$ cat config.mk
export PLATFORM = sky130hd
export DESIGN_NAME = lu_serial_engine
export DESIGN_NICKNAME = d
export VERILOG_FILES = /design/src/rtl/lu_pkg.sv /design/src/rtl/lu_bit_slice.sv /design/src/rtl/lu_serial_engine.sv
export SDC_FILE = /design/constraint.sdc
export NUM_CORES = 1
export LEC_CHECK = 0
export ABC_AREA = 1
export BUFFER_PORTS_ARGS = -buffer_cell sky130_fd_sc_hd__buf_4
export CORE_ASPECT_RATIO = 1.1
export CORE_MARGIN = 4
export CORE_UTILIZATION = 49
export CTS_BUF_LIST = sky130_fd_sc_hd__clkbuf_8
export CTS_CLUSTER_DIAMETER = 60
export DETAILED_ROUTE_END_ITERATION = 16
export PLACE_DENSITY = 0.77
export REMOVE_ABC_BUFFERS = 1
export SLEW_MARGIN = 10
export SYNTH_ARGS = -nofsm -noshare
export SYNTH_HDL_FRONTEND = slang
export SYNTH_SLANG_ARGS = --single-unit
$ cat constraint.sdc
create_clock -name clk -period 1.1 [get_ports clk]
set_input_delay 0.22 -clock clk [delete_from_list [all_inputs] [get_ports clk]]
set_output_delay 0.22 -clock clk [all_outputs]
set_load 0.02 [all_outputs]
$ cat src/rtl/lu_pkg.sv
// ---------------------------------------------------------------------------
// lu_pkg
// Shared definitions for the bit-serial logic unit.
//   - lu_state_e : sequencer FSM state (IDLE -> SHIFT -> DONE -> IDLE)
//   - LU_*       : 4-bit truth-table function codes. Bit index = {a_bit,b_bit},
//                  so bit 3 is the a=1,b=1 minterm and bit 0 is a=0,b=0.
// ---------------------------------------------------------------------------
package lu_pkg;

  typedef enum logic [1:0] {
    ST_IDLE  = 2'd0,
    ST_SHIFT = 2'd1,
    ST_DONE  = 2'd2
  } lu_state_e;

  localparam logic [3:0] LU_AND   = 4'b1000;
  localparam logic [3:0] LU_OR    = 4'b1110;
  localparam logic [3:0] LU_XOR   = 4'b0110;
  localparam logic [3:0] LU_NAND  = 4'b0111;
  localparam logic [3:0] LU_NOR   = 4'b0001;
  localparam logic [3:0] LU_XNOR  = 4'b1001;
  localparam logic [3:0] LU_PASSA = 4'b1100;
  localparam logic [3:0] LU_NOTB  = 4'b0101;

endpackage

$ cat src/rtl/lu_bit_slice.sv
// ---------------------------------------------------------------------------
// lu_bit_slice
// Combinational 1-bit logic unit: a 4:1 LUT mux.
// Ports:
//   a, b : operand bits
//   sel  : truth table, out = sel[{a,b}]
//   out  : result bit
// ---------------------------------------------------------------------------
module lu_bit_slice (
  input  logic       a,
  input  logic       b,
  input  logic [3:0] sel,
  output logic       out
);

  assign out = sel[{a, b}];

endmodule

$ cat src/rtl/lu_serial_engine.sv
// ---------------------------------------------------------------------------
// lu_serial_engine
// Word-level sequencer that pushes two WIDTH-bit operands through a single
// lu_bit_slice one bit per clock, LSB first, and presents the assembled word.
//
// Ports:
//   clk, rst_n            : clock, asynchronous active-low reset
//   in_valid / in_ready   : operation request handshake (a, b, sel)
//   a, b                  : operands, sampled on acceptance only
//   sel                   : truth table, result bit = sel[{a_bit,b_bit}]
//   out_valid / out_ready : result handshake
//   result                : computed word (registered)
//   busy                  : high while in SHIFT
//   zero, parity          : result flags, only with LU_FLAGS_EN defined
//   dbg_state             : current FSM state, for observation only
//
// Handshakes: a transfer happens on a rising clk edge where valid and ready
// are both high. in_ready is high only in IDLE and out_valid only in DONE, so
// the two handshakes can never complete in the same cycle; in_valid outside
// IDLE is simply ignored. Once raised, out_valid and result hold until
// out_ready is seen.
//
// Optional feature macro: LU_FLAGS_EN (adds zero/parity outputs).
// ---------------------------------------------------------------------------
module lu_serial_engine
  import lu_pkg::*;
#(
  parameter int WIDTH = 16
) (
  input  logic             clk,
  input  logic             rst_n,
  input  logic             in_valid,
  output logic             in_ready,
  input  logic [WIDTH-1:0] a,
  input  logic [WIDTH-1:0] b,
  input  logic [3:0]       sel,
  output logic             out_valid,
  input  logic             out_ready,
  output logic [WIDTH-1:0] result,
  output logic             busy,
`ifdef LU_FLAGS_EN
  output logic             zero,
  output logic             parity,
`endif
  output lu_state_e        dbg_state
);

  localparam int CW = (WIDTH > 1) ? $clog2(WIDTH) : 1;
  localparam logic [CW-1:0] LAST_BIT = CW'(WIDTH - 1);

  lu_state_e        state, next_state;
  logic [WIDTH-1:0] a_sr, b_sr, result_q;
  logic [3:0]       sel_q;
  logic [CW-1:0]    cnt;
  logic             accept, shift_en, bit_out;

  lu_bit_slice u_slice (
    .a   (a_sr[0]),
    .b   (b_sr[0]),
    .sel (sel_q),
    .out (bit_out)
  );

  // State register
  always_ff @(posedge clk or negedge rst_n) begin
    if (!rst_n) state <= ST_IDLE;
    else        state <= next_state;
  end

  // Next-state and control decode
  always_comb begin
    next_state = state;
    accept     = 1'b0;
    shift_en   = 1'b0;
    case (state)
      ST_IDLE: begin
        if (in_valid) begin
          accept     = 1'b1;
          next_state = ST_SHIFT;
        end
      end
      ST_SHIFT: begin
        shift_en = 1'b1;
        // The last bit is written on this same edge.
        if (cnt == LAST_BIT) next_state = ST_DONE;
      end
      ST_DONE: begin
        if (out_ready) next_state = ST_IDLE;
      end
      default: next_state = ST_IDLE;
    endcase
  end

  // Datapath: operand shift registers, counter and result assembly.
  // Each new bit enters at the MSB, so after WIDTH shifts bit i of the
  // operands lands at result[i]. result is not cleared on acceptance; it is
  // fully overwritten by the WIDTH shifts.
  always_ff @(posedge clk or negedge rst_n) begin
    if (!rst_n) begin
      a_sr     <= '0;
      b_sr     <= '0;
      sel_q    <= '0;
      cnt      <= '0;
      result_q <= '0;
    end else if (accept) begin
      a_sr  <= a;
      b_sr  <= b;
      sel_q <= sel;
      cnt   <= '0;
    end else if (shift_en) begin
      a_sr     <= a_sr >> 1;
      b_sr     <= b_sr >> 1;
      cnt      <= cnt + CW'(1);
      result_q <= {bit_out, result_q[WIDTH-1:1]};
    end
  end

`ifdef LU_FLAGS_EN
  // Flags are accumulated bit by bit alongside the result, so they are final
  // on the same edge that enters DONE.
  logic zero_q, parity_q;

  always_ff @(posedge clk or negedge rst_n) begin
    if (!rst_n) begin
      zero_q   <= 1'b0;
      parity_q <= 1'b0;
    end else if (accept) begin
      zero_q   <= 1'b1;
      parity_q <= 1'b0;
    end else if (shift_en) begin
      zero_q   <= zero_q & ~bit_out;
      parity_q <= parity_q ^ bit_out;
    end
  end

  assign zero   = zero_q;
  assign parity = parity_q;
`endif

  assign in_ready  = (state == ST_IDLE);
  assign busy      = (state == ST_SHIFT);
  assign out_valid = (state == ST_DONE);
  assign result    = result_q;
  assign dbg_state = state;

endmodule

==> results of run 1 <==
## cell usage after synthesis
library cell	n	area [sq um]
inv_2	3	11.3
nand4_1	1	6.26
nand2_1	138	518
o211ai_1	1	7.51
nor2_1	5	18.8
o21ai_1	9	45.0
o21ai_0	13	65.1
buf_6	2	22.5
ha_1	1	12.5
nand3_1	32	160
buf_2	6	30.0
inv_1	18	67.6
o21ai_2	1	8.76
buf_4	5	37.5
dfrtp_1	58	1450
nor2_4	1	11.3
## per-stage QoR
stage / cells / power (mW) / util
floorplan: 281 / 5.42 / -
global placement: 408 / 6.74 / 0.639
detailed placement: 408 / 6.88 / 0.639
CTS: 443 / 10.2 / 0.768
global route: 460 / 13.1 / 0.930
finish: 460 / 12.6 / 0.930
## power by group
group          internal [mW]  switching [mW]
clock network           1.48           0.905
registers               3.04           0.925
logic                   3.01            3.25
## layout make-up
type	instances	area (sq um)
Multi-Input combinational cell	202	1400
Fill cell	160	333
Inverter	21	98.8
Timing Repair Buffer	107	1150
Clock inverter	7	110
Clock buffer	9	124
Sequential cell	58	1460
Tap cell	56	70.1
## cell usage in the layout, fill, tap and decap left out, types with 2 or more instances in the layout
cell       count
nand2_4       35
dfrtp_2        3
o21ai_2        9
dfrtp_1       55
nand2_1       75
nand2_2       27
o21ai_1       12
buf_12         7
clkbuf_16      5
bufinv_16      3
nand3_2       29
clkbuf_8       9
buf_4         57
nor2_1         2
inv_1         19
buf_6         31
inv_2          2
nand3_1        3
buf_8          5
nor2_4         3
## routing by layer
| layer | share of wire | vias to the layer above | global-route usage |
|---|---|---|---|
| li1 | - | 1131 | - |
| met2 | 0.53 | 120 | 0.375 |
| met1 | 0.37 | 1314 | 0.282 |
| met4 | 0.036 | 0 | 0.108 |
| met3 | 0.062 | 38 | 0.0617 |
| met5 | 0 | - | 0 |
## cells by family (layout without fill, tap and decap cells)
logic type      count (synthesis)  in the layout  share of synthesized area
simple gates                  177            177                      0.289
flops                          58             58                      0.587
buf+inv                        34            144                     0.0683
compound gates                 24             24                     0.0511
fa+ha+maj                       1              1                    0.00506
## state kept, by name (all words and copies together) (netlist names)
signal,flops
sel_q,4
result,16
b_sr,16
cnt,4
dbg_state,2
a_sr,16
## path summary, 6_finish.rpt
path / start / to / slack [ns] / cells after the start
max in group asynchronous: rst_n / result[13] / 0.40 / 3
min in group asynchronous: rst_n / result[9] / 0.43 / 3
worst max register to register: dbg_state[0] / a_sr[14] / -0.32 / 7
worst min register to register: b_sr[8] / b_sr[8] / 0.52 / 2
worst max-delay path: dbg_state[0] / a_sr[14] / -0.32 / 7
worst min-delay path: a[0] / a_sr[0] / 0.09 / 3
## worst reg2reg max path, stage by stage (launching register included)
cell and delay, ns:
dfrtp_2 0.45, buf_6 0.14, buf_6 0.11, o21ai_4 0.13
buf_12 0.17, clkbuf_16 0.18, nand2_2 0.06, o211ai_1 0.09
## timing repair
action,4_1_cts,5_1_grt
pin swaps,4,36
resized for setup,60,155
endpoints found under the hold margin,58,0
endpoints found under the setup margin,65,79
buffers inserted,15,14
hold buffers,1,0
cloned,3,8
==> qor.txt, run 1 <==
CRITICAL PATH
--------------------------------------------------------------------------------------
Critical Path Slowest Stage Cell ........................................      dfrtp_2
Cell family contributing the most delay on the critical path ............ buffers and inverters
Critical path fanouts, max ..............................................            8
CP Class ................................................................ flip-flop to flip-flop
CP max stage delay ......................................................      0.45 ns
Kind of end point of the critical path ..................................    flip-flop
Worst path bufs/invs ....................................................            4
Cells traversed along the worst timing path ............................. buf_6 -> buf_6 -> o21ai_4 -> buf_12 -> clkbuf_16 -> nand2_2 -> o211ai_1
Crit path top cell by count .............................................        buf_6
Req. time, crit path ....................................................      1.35 ns
Kind of launch point of the worst setup path ............................    flip-flop
Endpoint arrival time on the critical path ..............................      1.68 ns

TIMING
--------------------------------------------------------------------------------------
Worst Slack Setup Final .................................................    -0.325 ns
Number of hold-slack violations in the final timing report ..............            0
Fraction of the cycle the final worst path needs ........................         1.30
Final TNS setup .........................................................    -13.60 ns
Number of endpoints failing setup at the final stage ....................           74
Tightest Pin Transition .................................................     0.306 ns
RSZ-0062 raised after global routing ....................................         true
Clock Skew ..............................................................   0.00681 ns
Worst slack on hold paths ...............................................    0.0893 ns
Maximum frequency from static timing analysis ...........................      702 MHz
Max_slew headroom .......................................................        0.796
Final critical path time including I/O delays and setup .................      1.42 ns
Max-slew violation count ................................................            0

CLOCK NETWORK
--------------------------------------------------------------------------------------
Clock-pin slew on the worst setup and hold paths ........................      0.07 ns
Number of buffers on the longest clock path .............................            2
H-Tree Level Count ......................................................            3
Clock tree from TritonCTS ...............................................          yes
CTS sink cnt ............................................................           58
Number of buffers added by the clock tree synthesis step ................            9
Clock network latency to the later pin of the worst-skew pair ...........      0.34 ns
Library cell used as clock root buffer ..................................     clkbuf_8

GLOBAL ROUTE
--------------------------------------------------------------------------------------
Maximum number of pins on one net before global-route repair ............           59
Global-route wire length before repair ..................................    10,600 um
Initial antenna violation count .........................................            0
Via count of the first global-routing pass ..............................        2,370
Global routing usage summed across all routing layers ...................        0.231
Total global routing overflow ...........................................            0

LOGIC SYNTHESIS
--------------------------------------------------------------------------------------
Share of the yosys chip area belonging to registers .....................        0.587
Synth Register Bits .....................................................           58
Synthesized cell area ...................................................   2470 sq um
Gate count of the mapped netlist ........................................          294
Synthesized area divided by synthesized cell count ......................   8.41 sq um
Syn. warnings ...........................................................            0
Unique cell type count in the Yosys netlist .............................           16

FLOORPLANNING
--------------------------------------------------------------------------------------
Height of the chip ......................................................      82.5 um
Die area ................................................................   6250 sq um
Initial core utilization ................................................        0.521
Die W ...................................................................      75.7 um
Area inside the core boundary ...........................................   4750 sq um
Top-level I/O count .....................................................           61
Site Rows ...............................................................           26

FINAL LAYOUT
--------------------------------------------------------------------------------------
Final instance area .....................................................   4420 sq um
Antenna fix cells .......................................................            0
Net count of the finished layout ........................................          440
Share of post-route cells with drive strength above 1 ...................        0.577
Area growth syn-to-layout ...............................................        78.6%

PLACED DESIGN
--------------------------------------------------------------------------------------
DP Wirelength ...........................................................      3600 um
Weighted congestion reported at the end of routability-driven placement .        0.759
Dpl ws ..................................................................   -0.0491 ns
Area after detailed placement ...........................................   3040 sq um
Port Buf Inserts ........................................................           60

DRT
--------------------------------------------------------------------------------------
Antenna Violating Nets Remaining ........................................            0
Remaining DRCs ..........................................................            0
Routed len/inst .........................................................      20.6 um
Total routed wirelength .................................................      9500 um
Via total after detailed routing ........................................        2,603
Iteration-0 DRC Markers .................................................          220
Total iterations of the first detailed-routing run ......................            4
Detailed-route vias per instance ........................................         5.66

RUN STATUS
--------------------------------------------------------------------------------------
Outcome ................................................................. complete, but fails checks
Violated checks ......................................................... setup timing

POWER
--------------------------------------------------------------------------------------
Maximum vdd ir drop .....................................................    0.00221 V
Leakage component of the power ..........................................      2.55 nW
P per Cell Area ......................................................... 2860 nW/um^2

RUN
--------------------------------------------------------------------------------------
Max-capacitance violation count .........................................            0

HOLD PATH
--------------------------------------------------------------------------------------
Hold Crit Class ......................................................... primary input to flip-flop

Note: power is estimated with default switching activity, not from simulation.
==> run 2: changes to the inputs <==
CORE_UTILIZATION = 55   (was 49)
PLACE_DENSITY = 0.82   (was 0.77)
SETUP_SLACK_MARGIN = 0.3   (was unset)
clock period = 1.75 ns   (was 1.1 ns; I/O delays follow)
==> qor.txt, run 2 (same netlist as run 1, synthesis figures left out) <==
PLACED DESIGN
--------------------------------------------------------------------------------------
Port Buf Inserts ........................................................           60   unchanged
Dpl ws ..................................................................     0.318 ns   +0.367 ns
Weighted congestion reported at the end of routability-driven placement .        0.756   -0.41%
Area after detailed placement ...........................................   2960 sq um   -2.6%
Placed Cells ............................................................          399   -2.2%
DP Wirelength ...........................................................      3500 um   -2.9%

CLOCK NETWORK
--------------------------------------------------------------------------------------
Library cell used as clock root buffer ..................................     clkbuf_8
Number of buffers added by the clock tree synthesis step ................            9   unchanged
Number of buffers on the longest clock path .............................            2   unchanged
Clock network latency to the later pin of the worst-skew pair ...........      0.33 ns   about the same
Clock-pin slew on the worst setup and hold paths ........................      0.07 ns   about the same
Hold buffers post-CTS ...................................................            0   -1
CTS sink cnt ............................................................           58   unchanged
Clock tree from TritonCTS ...............................................          yes
H-Tree Level Count ......................................................            3   unchanged

CRITICAL PATH
--------------------------------------------------------------------------------------
Endpoint arrival time on the critical path ..............................      1.10 ns   -0.58 ns
CP Class ................................................................ flip-flop to primary output
Critical path fanouts, max ..............................................            5   -3
Critical Path Slowest Stage Cell ........................................      dfrtp_2
Cells traversed along the worst timing path ............................. inv_2 -> nor2_4 -> buf_6
Kind of end point of the critical path .................................. primary output
Kind of launch point of the worst setup path ............................    flip-flop
CP max stage delay ......................................................      0.42 ns   -0.03 ns
Req. time, crit path ....................................................      1.40 ns   +0.05 ns

GLOBAL ROUTE
--------------------------------------------------------------------------------------
Global-route wire length before repair ..................................      9430 um   -11%
Via count of the first global-routing pass ..............................        2,128   -10%
Global routing usage summed across all routing layers ...................        0.215   -0.0153
Initial antenna violation count .........................................            0   unchanged
Total global routing overflow ...........................................            0   unchanged
Maximum number of pins on one net before global-route repair ............           59   unchanged

TIMING
--------------------------------------------------------------------------------------
Clock Skew ..............................................................   0.00907 ns   +0.00226 ns
Worst slack on hold paths ...............................................    0.0571 ns   -0.0322 ns
Number of hold-slack violations in the final timing report ..............            0   unchanged
Max-slew violation count ................................................            0   unchanged
Maximum frequency from static timing analysis ...........................      689 MHz
Final TNS setup .........................................................         0 ns   +13.60 ns
Tightest Pin Transition .................................................     0.709 ns   +0.402 ns
RSZ-0062 raised after global routing ....................................         true
Final critical path time including I/O delays and setup .................      1.45 ns
Max_slew headroom .......................................................        0.528   -0.268
Fraction of the cycle the final worst path needs ........................        0.829
Number of endpoints failing setup at the final stage ....................            0   -100%
Worst Slack Setup Final .................................................     0.299 ns   +0.624 ns

POWER
--------------------------------------------------------------------------------------
P per Cell Area ......................................................... 1810 nW/um^2   -37%
Maximum vdd ir drop .....................................................    0.00122 V   -45%
Leakage component of the power ..........................................      1.69 nW   -34%
Total power after layout ................................................      5.88 mW   -53%

FINAL LAYOUT
--------------------------------------------------------------------------------------
Final core utilization ..................................................        0.752   -0.178
Final instance area .....................................................   3250 sq um   -26%
Most frequent standard cell in the layout excluding fill and tap cells ..      nand2_1
Post-route non-filler standard cell count ...............................          416   -9.6%
Top library cells by usage in the layout, fill and taps aside ........... nand2_1, buf_4, dfrtp_1, nand3_1, inv_1
Net count of the finished layout ........................................          398   -9.5%
Share of post-route cells with drive strength above 1 ...................        0.249   -0.328
Antenna fix cells .......................................................            0   unchanged
Area growth syn-to-layout ...............................................        31.3%

FLOORPLANNING
--------------------------------------------------------------------------------------
Site Rows ...............................................................           25   -3.8%
Top-level I/O count .....................................................           61   unchanged
Die area ................................................................   5640 sq um   -9.8%
Area inside the core boundary ...........................................   4320 sq um   -9.1%
Initial core utilization ................................................        0.573   +0.0522
Height of the chip ......................................................      78.3 um   -5.1%
Die W ...................................................................      71.9 um   -5.0%

DRT
--------------------------------------------------------------------------------------
Total routed wirelength .................................................      5330 um   -44%
Via total after detailed routing ........................................        2,085   -20%
Detailed-route vias per instance ........................................         5.01   -11%
Routed len/inst .........................................................      12.8 um   -38%
Antenna Violating Nets Remaining ........................................            0   unchanged
Total iterations of the first detailed-routing run ......................            4   unchanged
Remaining DRCs ..........................................................            0   unchanged
Iteration-0 DRC Markers .................................................          207   -5.9%

RUN
--------------------------------------------------------------------------------------
Max-capacitance violation count .........................................            0   unchanged

HOLD PATH
--------------------------------------------------------------------------------------
Hold Crit Class ......................................................... primary input to async pin

RUN STATUS
--------------------------------------------------------------------------------------
Outcome ................................................................. finished, final reports clean

[run 2: changes by cell type in the layout (fill, tap and decap cells not counted), sizes merged]
| cell | before | now |
|---|---|---|
| clkinvlp | 1 | 0 |
| dlygate4sd3 | 1 | 0 |
| bufinv | 3 | 4 |
| inv | 22 | 21 |
| clkbuf | 14 | 10 |
| buf | 101 | 65 |
[run 2: final timing paths]
path | from | to | slack [ns] | depth (start not counted)
max reg2reg | dbg_state[0] | sel_q[2] | 0.42 | 6
min reg2reg | b_sr[15] | b_sr[15] | 0.48 | 2
min in group clk | a[15] | a_sr[15] | 0.22 | 3
min | rst_n | a_sr[4] | 0.06 | 1
max in group asynchronous | rst_n | dbg_state[1] | 1.18 | 1
max | dbg_state[0] | busy | 0.30 | 3
[run 2: worst max-delay path, delay by kind of cell, from the launching register on]
kind / cells / cell delay [ns]
flops: 1 / 0.42
buf+inv: 2 / 0.20
simple gates: 1 / 0.15
[run 2: metal layers]
| metal | share of wire | wire, um | vias to the layer above | track usage |
|---|---|---|---|---|
| met5 | 0 | 0 | - | 0 |
| met4 | 0.023 | 123 | 0 | 0.0977 |
| met3 | 0.052 | 276 | 12 | 0.0423 |
| met2 | 0.51 | 2740 | 63 | 0.360 |
| met1 | 0.41 | 2190 | 968 | 0.268 |
| li1 | - | - | 1042 | - |
[run 2: repair_timing]
action,4_1_cts,5_1_grt
gates resized for setup,5,3
setup endpoints to repair,3,13
pin swaps,1,0
buffers inserted,1,0
[run 2: final cells by class]
type	instances	area [sq um]
repair buffers	65	520
clock buffers	10	138
fillers	342	1070
flip-flops and latches	58	1450
inverters	21	80.1
well taps	54	67.6
clock inverters	6	129
multi-input cells	202	858
[run 2: power by group]
group	leakage (nW)	switching [mW]	internal, mW
combinational	0.811	1.18	0.810
clock	0.138	0.516	1.12
sequential	0.740	0.348	1.91
total	1.69	2.04	3.84
